File: src/rtl/dmem_mmio_pkg.sv
// Shared constants for the data memory with peripheral window.
// Offsets are byte offsets inside the 32-byte IO window.
package dmem_mmio_pkg;

  localparam logic [4:0] OFS_SW    = 5'h00;
  localparam logic [4:0] OFS_LED   = 5'h04;
  localparam logic [4:0] OFS_EDGE  = 5'h08;
  localparam logic [4:0] OFS_COUNT = 5'h0C;
  localparam logic [4:0] OFS_CMP   = 5'h10;
  localparam logic [4:0] OFS_CTRL  = 5'h14;
  localparam logic [4:0] OFS_IRQ   = 5'h18;
  localparam logic [4:0] OFS_RSVD  = 5'h1C;

  localparam int CTRL_EN     = 0;
  localparam int CTRL_RELOAD = 1;
  localparam int CTRL_TIE    = 2;
  localparam int CTRL_SIE    = 3;

  localparam int IRQ_TMR = 0;
  localparam int IRQ_SW  = 1;

  function automatic logic io_ro(input logic [4:0] ofs);
    return (ofs == OFS_SW) || (ofs == OFS_RSVD);
  endfunction

endpackage

File: src/rtl/mmio_timer.sv
// Free-running 32-bit timer with compare match and optional
// reload to zero; a CPU load of COUNT suppresses the match.
module mmio_timer (
  input  logic        clk,
  input  logic        reset_n,
  input  logic        i_en,
  input  logic        i_reload,
  input  logic        i_cnt_we,
  input  logic        i_cmp_we,
  input  logic [31:0] i_wd,
  output logic        o_match,
  output logic [31:0] o_count,
  output logic [31:0] o_cmp
);

  logic [31:0] r_count;
  logic [31:0] r_cmp;
  logic        w_match;

  assign w_match = i_en & ~i_cnt_we
                 & (r_count == r_cmp);

  always_ff @(posedge clk or negedge reset_n) begin
    if (!reset_n) begin
      r_count <= '0;
      r_cmp   <= '1;
    end else begin
      if (i_cmp_we)
        r_cmp <= i_wd;
      if (i_cnt_we)
        r_count <= i_wd;
      else if (w_match & i_reload)
        r_count <= '0;
      else if (i_en)
        r_count <= r_count + 32'd1;
    end
  end

  assign o_match = w_match;
  assign o_count = r_count;
  assign o_cmp   = r_cmp;

endmodule

File: src/rtl/dmem_mmio.sv
// Word RAM with byte lanes plus a peripheral register window
// (switches, LEDs, timer, interrupt status); reads are combinational.
module dmem_mmio
  import dmem_mmio_pkg::*;
#(
  parameter int          DEPTH_WORDS = 64,
  parameter int          NUM_SW      = 10,
  parameter int          NUM_LED     = 10,
  parameter logic [31:0] IO_BASE     = 32'hC000_0000
) (
  input  logic               clk,
  input  logic               reset_n,
  input  logic               we,
  input  logic [3:0]         be,
  input  logic [31:0]        a,
  input  logic [31:0]        wd,
  output logic [31:0]        rd,
  input  logic [NUM_SW-1:0]  switches,
  output logic [NUM_LED-1:0] leds,
  output logic               irq,
  output logic               bad_wr
);

  localparam int AW = $clog2(DEPTH_WORDS);

  logic [31:0]        r_mem [DEPTH_WORDS];
  logic [NUM_LED-1:0] r_leds;
  logic [NUM_SW-1:0]  r_sw_meta;
  logic [NUM_SW-1:0]  r_sw_sync;
  logic [NUM_SW-1:0]  r_sw_edge;
  logic [3:0]         r_ctrl;
  logic               r_tstat;
  logic               r_irq;
  logic               r_bad;

  logic          w_ram;
  logic          w_io;
  logic [4:0]    w_ofs;
  logic [AW-1:0] w_idx;
  logic          w_wr_io;
  logic          w_bad;
  logic          w_match;
  logic [31:0]   w_count;
  logic [31:0]   w_cmp;

  assign w_ram = a < 32'(DEPTH_WORDS * 4);
  assign w_io  = a[31:5] == IO_BASE[31:5];
  assign w_ofs = {a[4:2], 2'b00};
  assign w_idx = a[AW+1:2];

  // Only full-word writes to writable registers land
  assign w_wr_io = we & w_io & (be == 4'hF)
                 & ~io_ro(w_ofs);
  assign w_bad   = we & ~w_ram & ~w_wr_io;

  mmio_timer u_timer (
    .clk      (clk),
    .reset_n  (reset_n),
    .i_en     (r_ctrl[CTRL_EN]),
    .i_reload (r_ctrl[CTRL_RELOAD]),
    .i_cnt_we (w_wr_io & (w_ofs == OFS_COUNT)),
    .i_cmp_we (w_wr_io & (w_ofs == OFS_CMP)),
    .i_wd     (wd),
    .o_match  (w_match),
    .o_count  (w_count),
    .o_cmp    (w_cmp)
  );

  always_ff @(posedge clk) begin
    if (we & w_ram) begin
      for (int i = 0; i < 4; i++) begin
        if (be[i])
          r_mem[w_idx][8*i +: 8] <= wd[8*i +: 8];
      end
    end
  end

  // Hardware set beats software clear for both sticky sources
  always_ff @(posedge clk or negedge reset_n) begin
    if (!reset_n) begin
      r_leds    <= '0;
      r_sw_meta <= '0;
      r_sw_sync <= '0;
      r_sw_edge <= '0;
      r_ctrl    <= '0;
      r_tstat   <= 1'b0;
      r_irq     <= 1'b0;
      r_bad     <= 1'b0;
    end else begin
      r_sw_meta <= switches;
      r_sw_sync <= r_sw_meta;
      if (w_wr_io & (w_ofs == OFS_LED))
        r_leds <= wd[NUM_LED-1:0];
      if (w_wr_io & (w_ofs == OFS_CTRL))
        r_ctrl <= wd[3:0];
      if (w_wr_io & (w_ofs == OFS_EDGE))
        r_sw_edge <= (r_sw_edge & ~wd[NUM_SW-1:0])
                   | (r_sw_meta & ~r_sw_sync);
      else
        r_sw_edge <= r_sw_edge
                   | (r_sw_meta & ~r_sw_sync);
      if (w_match)
        r_tstat <= 1'b1;
      else if (w_wr_io & (w_ofs == OFS_IRQ)
               & wd[IRQ_TMR])
        r_tstat <= 1'b0;
      r_irq <= (r_tstat & r_ctrl[CTRL_TIE])
             | ((|r_sw_edge) & r_ctrl[CTRL_SIE]);
      r_bad <= w_bad;
    end
  end

  always_comb begin
    rd = '0;
    if (w_ram) begin
      rd = r_mem[w_idx];
    end else if (w_io) begin
      case (w_ofs)
        OFS_SW:    rd = 32'(r_sw_sync);
        OFS_LED:   rd = 32'(r_leds);
        OFS_EDGE:  rd = 32'(r_sw_edge);
        OFS_COUNT: rd = w_count;
        OFS_CMP:   rd = w_cmp;
        OFS_CTRL:  rd = 32'(r_ctrl);
        OFS_IRQ: begin
          rd[IRQ_TMR] = r_tstat;
          rd[IRQ_SW]  = |r_sw_edge;
        end
        default:   rd = '0;
      endcase
    end
  end

  assign leds   = r_leds;
  assign irq    = r_irq;
  assign bad_wr = r_bad;

endmodule

File: config.mk
export PLATFORM = sky130hd
export DESIGN_NAME = dmem_mmio
export DESIGN_NICKNAME = d
export VERILOG_FILES = /design/src/rtl/dmem_mmio_pkg.sv /design/src/rtl/mmio_timer.sv /design/src/rtl/dmem_mmio.sv
export SDC_FILE = /design/constraint.sdc
export NUM_CORES = 2
export LEC_CHECK = 0
export CAP_MARGIN = 10
export CORE_ASPECT_RATIO = 2
export CORE_MARGIN = 5
export CORE_UTILIZATION = 52
export DETAILED_ROUTE_END_ITERATION = 12
export MAX_ROUTING_LAYER = met4
export PLACE_DENSITY = 0.7
export SYNTH_ARGS = -nofsm -noshare
export SYNTH_HDL_FRONTEND = slang
export SYNTH_SLANG_ARGS = --single-unit
File: constraint.sdc
create_clock -name clk -period 5.7 [get_ports clk]
set_input_delay 1.14 -clock clk [delete_from_list [all_inputs] [get_ports clk]]
set_output_delay 1.14 -clock clk [all_outputs]
set_load 0.02 [all_outputs]
==> results.yml <==
run_status:
  run_status: "finished with violations"
  violations: "setup timing"
yosys:
  synthMuxAreaShare_pct: 8.75
  yosys-top-cells-area: "edfxtp_1 (72%), mux4_2 (3.9%), mux2i_1 (2.8%)"
  ys_async_sr_fraction_pct: 5.14
  synth_cell_types: 79
  synth_top_cell_by_area: "edfxtp_1"
  synth-compound-area-share_pct: 9.32
  synth_top_family_by_area: "compound AO/OA/AOI/OAI gates"
  synth_edf_count: 2048
  yosys.area_share.simple_pct: 4.13
  synthFlopType: "edfxtp_1"
  ys_warn_count: 0
  yosysTopAreaCellShare_pct: 71.9
  syn_nets: 5077
  ys_ff_latch: 2159
  ys_seq_area_share_pct: 75.2
  synth_area_mm2: 0.0855
  synthCells: 4995
  synth_fa_ha_area_share_pct: 0.0146
  synth_xor_area_share_pct: 0.328
  syn_avg_cell_area_um2: 17.1
cts:
  cts_tree: "built"
  cts.clk_slew.worst_paths_ns: 0.07
  cts.path.max_buffers: 4
  cts_buffers: 179
  insertion_delay_ns: 0.82
  cts_sinks: 2159
  cts_max_level: 4
  clockRootBuffer: "clkbuf_16"
worst_setup_path:
  start_kind: "input port"
  max_stage_delay_ns: 0.56
  cp.arrival_ns: 4.60
  critical_path_class: "in2out"
  worst_setup_path_end_kind: "output port"
  path_cells: "buf_8, buf_4, buf_16, mux4_2, mux2i_1, o21ai_0, nor4_1, buf_4, o22ai_1, clkdlybuf4s50_1"
  cp_max_fo: 45
  crit_family: "buffers and inverters"
  crit_slowest_cell: "clkdlybuf4s50_1"
  worst_ep_required_time_ns: 4.56
  worst-path-buf-inv: 5
  cp_common_cell: "buf_4"
timing:
  max_slew.worst_pin.slew_ns: 1.25
  worst_slack_ns: -0.0391
  period_minus_slack_ns: 5.74
  fmax_mhz: 174
  setup_tns_ns: -0.121
  slew_viol_final: 0
  finalHoldViolCount: 0
  period_share_pct: 101
  clock_skew_ns: 0.0130
  maxSlewHeadroom_pct: 16.7
  setup_violations: 5
placement:
  place_area_mm2: 0.0923
  hpwl_um: 189000
  place_ws_ns: -0.388
  gp_congestion: 0.979
  io_buffer_count: 122
cells_and_area:
  layout-drive-gt1-share_pct: 21.3
  synthToLayoutAreaGrowth_pct: 14.6
  final_area_mm2: 0.0980
  final_nets: 5523
  utilization_pct: 59.9
routing:
  drtAntennaViolNets: 0
  drc: 0
  via_count: 53800
  drtIter0Drc: 8237
  routed_wl_um: 293000
  detail_route.vias_per_cell: 6.98
  dr.pass1.iters: 8
  wire_per_inst_um: 38.0
flow_run:
  drv_cap: 0
floorplan:
  fp.dieW_um: 297
  io_pins: 125
  initial_core_util_pct: 52.2
  coreArea_mm2: 0.164
  die_y_um: 583
  dieArea_mm2: 0.173
  fp-row-count: 210
global_route:
  grt.overflow.total: 0
  grt_max_degree: 70
  antenna_found_initial: 16
  grt_pass1_wl_um: 404000
  grt_use_total_pct: 34.0
  grt_pass1_vias: 52500
pwr:
  powerDensity_mw_per_mm2: 322
  leakage_nw: 32.1
  ir_drop_uv: 265
  power_mw: 31.5
worst_hold_path:
  hp-class: "in2async"
[state kept, by name, indices dropped and copies added, names as in the netlist, 4 cells and up]
register / cells
u_timer.o_cmp: 32
r_sw_sync: 10
r_sw_edge: 10
u_timer.o_count: 32
r_ctrl: 4
r_mem: 2048
leds: 10
r_sw_meta: 10
[cells in the mapped netlist, drive strengths merged (32+ instances only)]
library cell  count
edfxtp         2048
nor2            450
a221oi          264
mux2i           242
buf             213
o21ai           176
nand2           166
clkbuf          148
mux4            147
mux2            145
a22oi           138
o22ai           115
a21oi           111
dfrtp            79
a221o            60
a22o             58
a31oi            49
nand3            33
dfstp            32
xor2             32
[worst paths after layout]
kind | from | end | slack (ns) | cells after the start
setup / recovery | a[2] | rd[18] | -0.04 | 10
hold / removal | reset_n | u_timer.o_count[7] | 0.39 | 1
setup reg to reg | u_timer.o_count[6] | u_timer.o_count[3] | 2.17 | 9
hold reg to reg | r_sw_meta[7] | r_sw_sync[7] | 0.39 | 0
max in group asynchronous | reset_n | u_timer.o_count[19] | 4.16 | 2
min in group clk | r_sw_meta[7] | r_sw_sync[7] | 0.39 | 0
[power by group]
| group | switching, mW | internal, mW |
|---|---|---|
| logic | 1.42 | 0.694 |
| clock network | 5.60 | 6.44 |
| registers | 0.00563 | 17.3 |
[layout make-up]
class	count	area [µm²]
inverters	21	91.3
clock buffers	224	4760
clock inverters	86	756
repair buffers	626	5800
flip-flops and latches	2159	64300
multi-input cells	2454	19500
diodes	21	52.6
fillers	11900	65700
well taps	2120	2650
[what timing repair did]
| action | 4_1_cts | 5_1_grt |
|---|---|---|
| endpoints found under the setup margin | 5 | 17 |
| hold buffers | 0 | 0 |
| hold endpoints to repair | 0 | 0 |
| setup buffers | 0 | 0 |
| gates resized for setup | 7 | 22 |
| pin swaps | 0 | 1 |
[worst register-to-register path: cells and delay by family, from the launching register on]
family	cells	cell delay, ns
xor gates and xnor gates	1	0.24
and+or+nand+nor	5	1.66
AOI/OAI and AO/OA	1	0.32
DFF	1	0.57
buffers and inverters	2	0.64
[stage by stage]
step,hold WS (ns),cells
after floorplan,0.354,4995
after global placement,0.360,7380
after detailed placement,0.367,7380
after CTS,0.388,7690
after global routing,0.400,7703
final,0.386,7711
[kinds of logic (layout without fill, tap and decap cells)]
logic type,after synthesis,count (layout)
muxes,534,534
AOI/OAI and AO/OA,1088,1088
xor gates and xnor gates,32,32
other,0,21
and+or+nand+nor,799,799
DFF,2159,2159
buffers and inverters,382,957
adders and majority gates,1,1
[per-layer routing]
layer / vias to the layer above / track usage (%) / wire (µm)
met1: 27300 / 37.4 / 90100
met5: - / - / 0
met4: 0 / 27.8 / 31900
met3: 1189 / 7.03 / 31700
met2: 4143 / 53.7 / 139000
li1: 21200 / - / -
[placed cells by master, fill, tap and decap left out, drive strengths merged, types with 11 or more instances in the layout]
master,synthesis,layout
o2bb2ai,15,15
dfstp,32,32
mux4,147,147
nor4,25,25
a22o,58,58
dfrtp,79,79
o22ai,115,115
nor3,22,22
a222oi,25,25
or3,13,13
mux2,145,145
diode,0,21
inv,21,24
nor2,450,450
a22oi,138,138
nand2,166,166
bufinv,0,11
o21ai,176,176
mux2i,242,242
edfxtp,2048,2048
clkinv,0,64
a31oi,49,49
and3,18,18
clkbuf,148,224
a221oi,264,264
o221ai,19,19
buf,213,540
a221o,60,60
nor2b,11,11
xor2,32,32
nand3,33,33
a21oi,111,111
clkdlybuf4s50,0,84
No activity file was read; power rests on OpenSTA's default activity.
